<file path="src/rtl/npu_result_collector.sv">
// npu_result_collector: collects NUM_CLASSES score bytes from the NPU stream and publishes argmax plus status words.
module npu_result_collector #(
  parameter int NUM_CLASSES = 10,
  parameter int SKIP_BYTES  = 0
) (
  input  logic        clk,
  input  logic        reset,
  input  logic        start,
  input  logic [7:0]  d_in,
  input  logic        d_valid,
  output logic        busy,
  output logic [31:0] ready,
  output logic [31:0] answer
);
  typedef enum logic [1:0] {IDLE, SKIP, COLLECT, DONE} state_t;
  localparam logic [7:0] LAST_CLASS = 8'(NUM_CLASSES - 1);
  localparam logic [7:0] LAST_SKIP  = 8'(SKIP_BYTES - 1);
  localparam state_t     ENTRY      = (SKIP_BYTES > 0) ? SKIP : COLLECT;
  state_t     state;
  logic [7:0] cnt, skip_cnt, max_score, max_idx;
  logic       done, overrun;
  assign ready  = {30'd0, overrun, done};
  assign answer = {8'd0, cnt, max_score, max_idx};
  // start has priority over any byte presented in the same cycle
  always_ff @(posedge clk or posedge reset) begin
    if (reset) begin
      state     <= IDLE;
      busy      <= 1'b0;
      cnt       <= 8'd0;
      skip_cnt  <= 8'd0;
      max_score <= 8'd0;
      max_idx   <= 8'd0;
      done      <= 1'b0;
      overrun   <= 1'b0;
    end else if (start) begin
      state     <= ENTRY;
      busy      <= 1'b1;
      cnt       <= 8'd0;
      skip_cnt  <= 8'd0;
      max_score <= 8'd0;
      max_idx   <= 8'd0;
      done      <= 1'b0;
      overrun   <= 1'b0;
    end else if (d_valid) begin
      case (state)
        SKIP: begin
          skip_cnt <= skip_cnt + 8'd1;
          if (skip_cnt == LAST_SKIP) state <= COLLECT;
        end
        COLLECT: begin
          if (cnt == 8'd0 || d_in > max_score) begin
            max_score <= d_in;
            max_idx   <= cnt;
          end
          cnt <= cnt + 8'd1;
          if (cnt == LAST_CLASS) begin
            state <= DONE;
            done  <= 1'b1;
            busy  <= 1'b0;
          end
        end
        DONE:    overrun <= 1'b1;
        default: ;
      endcase
    end
  end
endmodule

</file>
<file path="config.mk">
export PLATFORM = sky130hd
export DESIGN_NAME = npu_result_collector
export DESIGN_NICKNAME = d
export VERILOG_FILES = /design/src/rtl/npu_result_collector.sv
export SDC_FILE = /design/constraint.sdc
export NUM_CORES = 1
export LEC_CHECK = 0
export BUFFER_PORTS_ARGS = -buffer_cell sky130_fd_sc_hd__buf_2
export CAP_MARGIN = 15
export CORE_MARGIN = 4
export CORE_UTILIZATION = 49
export CTS_CLUSTER_DIAMETER = 50
export DETAILED_ROUTE_END_ITERATION = 8
export PLACE_DENSITY = 0.8
export SETUP_SLACK_MARGIN = 0.1
export SLEW_MARGIN = 30
export SYNTH_ARGS = -nofsm -noshare
export SYNTH_HDL_FRONTEND = slang
export SYNTH_SLANG_ARGS = --single-unit
</file>
<file path="constraint.sdc">
create_clock -name clk -period 2.1 [get_ports clk]
set_input_delay 0 -clock clk [delete_from_list [all_inputs] [get_ports clk]]
set_output_delay 0 -clock clk [all_outputs]
set_load 0.03 [all_outputs]
</file>
## Yosys cells after proc, flatten, opt, wreduce, memory -nomap -nowiden

Index checks and enable logic that the tools add are counted.

- Output and inout bits: 65
- Logic and storage cells: 63
- Bits of input ports: 12
- Flip-flop bits (word level): 37

- Order comparisons: 1
- Eq/ne operators: 7
- $add $sub $neg: 2
- Reductions and logical operators: 15
- Mux-type cells: 30

Operator list:

| cell | number |
|---|---|
| 2-to-1 mux 8 bit | 14 |
| adder 8 x 1 -> 8 bit, second input constant | 2 |
| nonzero test 2 bit | 6 |
| 2-to-1 mux 1 bit | 11 |
| equality test 8 x 4 -> 1 bit, second input constant | 1 |
| equality test 8 bit, second input constant | 1 |
| > comparator 8 bit | 1 |
| logical NOT 8 bit | 1 |
| 2-to-1 mux 2 bit | 4 |
| != test 3 bit, second input constant | 2 |
| AND reduction 2 bit | 3 |
| AND reduction 3 bit | 2 |
| equality test 2 bit, second input constant | 2 |
| case mux 2 bit (2 select lines) | 1 |
| AND reduction 4 bit | 1 |
| nonzero test 3 bit | 1 |
| equality test 2 x 1 -> 1 bit, second input constant | 1 |
| logical OR 1 bit | 1 |

## Logic depth before layout (Yosys ltp)

- Depth after elaboration: 6
- Gate-level depth with buffers: 8
- Mapped depth without buffers: 7

## Least setup slack after synthesis

No wires, ideal clock.

- Path type: register -> register
- Start point: register max_score[1]
- End point: register max_score[4]
- Period minus slack after synthesis: 2,081 ps
- Library setup time: 121 ps
- Arrival: 1,960 ps
- Data required time: 1,979 ps
- Stages on the path, launching flop included: 9
- Path buffers: 1
- Path slack: 19 ps
- Cells stage by stage: dfrtp_1 > inv_1 > ha_1 > nor2b_1 > o211ai_1 > a21oi_1 > o311a_4 > buf_6 > a22o_1

- Longest elaborated chain between the ends: 4

RTL lines:

| what | line | RTL |
|---|---|---|
| start: declaration | 20 | `logic [7:0] cnt, skip_cnt, max_score, max_idx;` |
| start signal: assignment | 52 | `max_score <= d_in;` |
| > comparator 8 bit | 51 | `if (cnt == 8'd0 \|\| d_in > max_score) begin` |
| logical OR 1 bit | 51 |  |
| nonzero test 2 bit (no line) | - |  |
| AND reduction 3 bit (no line) | - |  |

Every way passes these cells.
A chain may end at the register's enable or synchronous reset.

## Worst setup path in the final report

- Start point: register max_score[1]
- End point: register max_score[1]

The elaborated chain is that of the path after synthesis.

==> results_dict.tcl <==
set metrics [dict create \
    status "finished, final reports clean" \
    finalWorstPathRequiredPeriod_ns 1.98 \
    dieArea_sq_um 5440 \
    irDropWorstVdd_mv 0.387 \
    post_synth_instance_area_sq_um 2120 \
    detail_routed_net_length_per_standard_cell_um 13.2 \
    drt_first_pass_iters 4 \
    hold_viol_final 0 \
    netlist_instances 205 \
    static-leakage-power_uw 0.00127 \
    cts.sink_count 37 \
    placementRows 23 \
    final.setup.tns_ns 0 \
    via_per_inst 4.84 \
    worst_setup_hold_path_clk_slew_ns 0.07 \
    port-buffer-count 38 \
    tritoncts "built" \
    finalCritPeriodShare_pct 94.5 \
    report.power.total_uw 1550 \
    clock_tree.buffer_depth 2 \
    synthDistinctLibCells 31 \
    first_global_vias 1309 \
    cp.arrival_ns 2.15 \
    commonest_cells_in_the_synthesized_netlist "sky130_fd_sc_hd__buf_4 (41), sky130_fd_sc_hd__dfrtp_1 (37), sky130_fd_sc_hd__nor2_1 (19)" \
    p_per_area_nw_per_um2 634 \
    smallest_setup_slack_after_layout_ns 0.115 \
    fmax_ghz 0.504 \
    worstHoldPathType "in -> reg" \
    layout.area.seq_sq_um 937 \
    gr_usage_total_pct 14.8 \
    synth_edf_count 0 \
    place_congestion 0.754 \
    kind_of_critical_path "reg -> reg" \
    ant_nets 0 \
    synth_area_per_cell_sq_um 10.3 \
    maxCapViolCount 0 \
    routed_wl_um 4050 \
    grt_max_degree 38 \
    fin_worst_skew_ns 0.0100 \
    worst_skew_pair.late_latency_ns 0.28 \
    post_synth_main_area_contributors "sky130_fd_sc_hd__dfrtp_1 (44%), sky130_fd_sc_hd__buf_4 (15%), sky130_fd_sc_hd__ha_1 (7.1%)" \
    synth_top_cell_by_area "sky130_fd_sc_hd__dfrtp_1" \
    yosys.area.top_type_share_pct 43.7 \
    proportion_of_synthesized_chip_area_in_sequential_cells_pct 43.7 \
    crit_fanout 8 \
    vias 1485 \
    synth-seq-cells 37 \
    hold_start "d_valid" \
    rsz0062_at_grt "false" \
    antenna_found_initial 0 \
    yosysMostFrequentCell "sky130_fd_sc_hd__buf_4" \
    start_util_pct 51.9 \
    ys.warnings.count 0 \
    dominantRegCellSynth "sky130_fd_sc_hd__dfrtp_1" \
    synth-async-reset-ratio_pct 100 \
    clk_root_buffer_cell "sky130_fd_sc_hd__clkbuf_8" \
    setup.worst_path.start_class "flip-flop" \
    cts-buffers-inserted 5 \
    area_growth_pct 15.1 \
    cts_max_level 2 \
    finish.utilization_pct 59.7 \
    iteration_0_drc_markers 50 \
    place_worst_setup_slack_ns 0.0758 \
    diodes 0 \
    globalRoute.totalOverflow 0 \
    timing.final.max_slew_violations 0 \
    multi_input_area_sq_um 982 \
    finalNetCount 280 \
    grt_first_pass_wirelength_um 6230 \
    final.fill_count 362 \
    drive_gt1_share_pct 25.7 \
    remaining_drc_errors 0 \
    top_level_ports 77 \
    dp.final_hpwl_um 2840 \
    critPathRequiredTime_ns 2.27 \
    final-setup-viol-count 0 \
    r2r_start "max_score[1]" \
    cp-startpoint "max_score[1]" \
    die_h_um 73.8 \
    fp.dieW_um 73.8 \
    worst_setup_path_end_kind "flip-flop" \
    design.core.area_sq_um 4090 \
]
[final timing paths]
path                                 to  slack [ns]  cells past startpoint
max reg2reg                max_score[1]        0.12                      7
min in group asynchronous    max_idx[3]        0.35                      4
max in group asynchronous        cnt[1]        1.38                      4
min                             overrun        0.02                      3
max                        max_score[1]        0.12                      7
min reg2reg                  max_idx[3]        0.50                      1
[final cells by class]
cell class / instances / share of cell area (%)
clock buffers: 6 / 2.98
inverters: 14 / 2.15
well taps: 50 / 2.57
flip-flops and latches: 37 / 38.4
repair buffers: 52 / 13.2
multi-input cells: 146 / 40.3
clock inverters: 2 / 0.410
[cell families (layout without fill, tap and decap cells)]
family | after synthesis | count (layout) | share of synthesized area [%]
muxes | 1 | 1 | 0.472
buffers and inverters | 60 | 74 | 18.3
and+or+nand+nor | 49 | 49 | 11.3
xor gates and xnor gates | 14 | 14 | 5.78
DFF | 37 | 37 | 43.7
adders and majority gates | 12 | 12 | 7.08
AOI/OAI and AO/OA | 31 | 32 | 13.2
other | 1 | 38 | 0.177
[flip-flops by register name, summed over array words and instances, names as in the netlist]
name       count
cnt            8
state          2
busy           1
max_score      8
max_idx        8
skip_cnt       8
done           1
overrun        1
[power breakdown]
part | switching (uW) | internal (uW)
combinational | 232 | 96.4
sequential | 20.3 | 733
clock | 236 | 230
total | 488 | 1060
[stage by stage]
step | instances | hold slack (ns) | cell area (sq um)
finish | 307 | 0.0157 | 2440
global route | 307 | 0.0418 | 2440
CTS | 305 | 0.00605 | 2390
detailed placement | 286 | 0.130 | 2200
global placement | 286 | 0.129 | 2200
floorplan | 242 | 0.114 | 2270
[metal layers]
metal  global-route usage, %  up-vias  share of wire (%)
li1                        -      720                  -
met1                    20.3      719                 43
met2                    22.9       42                 50
met3                    3.56        4                6.2
met4                    4.83        0               0.79
met5                       0        -                  0
[placed cells by master (no fill, tap or decap), types with 8 or more instances in the layout]
cell type and instances:
sky130_fd_sc_hd__dlygate4sd3_1 9, sky130_fd_sc_hd__nand2_1 10, sky130_fd_sc_hd__nor2_1 19, sky130_fd_sc_hd__a22o_1 16, sky130_fd_sc_hd__inv_1 14, sky130_fd_sc_hd__xor2_1 10
sky130_fd_sc_hd__ha_1 11, sky130_fd_sc_hd__conb_1 38, sky130_fd_sc_hd__dfrtp_1 28, sky130_fd_sc_hd__dfrtp_2 9, sky130_fd_sc_hd__buf_2 38, sky130_fd_sc_hd__nand4_1 8
[worst max-delay path, cell delays in order, from the launching register on]
cell and delay [ns]:
sky130_fd_sc_hd__dfrtp_2 0.41, sky130_fd_sc_hd__inv_1 0.09, sky130_fd_sc_hd__ha_4 0.20, sky130_fd_sc_hd__nor2b_1 0.12, sky130_fd_sc_hd__o211ai_1 0.24, sky130_fd_sc_hd__a21oi_2 0.14, sky130_fd_sc_hd__o311a_4 0.42, sky130_fd_sc_hd__a22o_1 0.25
[timing repair]
action	in CTS	in global routing
cloned	0	1
hold buffers	9	0
gates resized for setup	0	4
pin swaps	1	6
endpoints found under the hold margin	45	0
setup buffers	2	1
setup endpoints to repair	16	16
(Power assumes the default switching activity.)
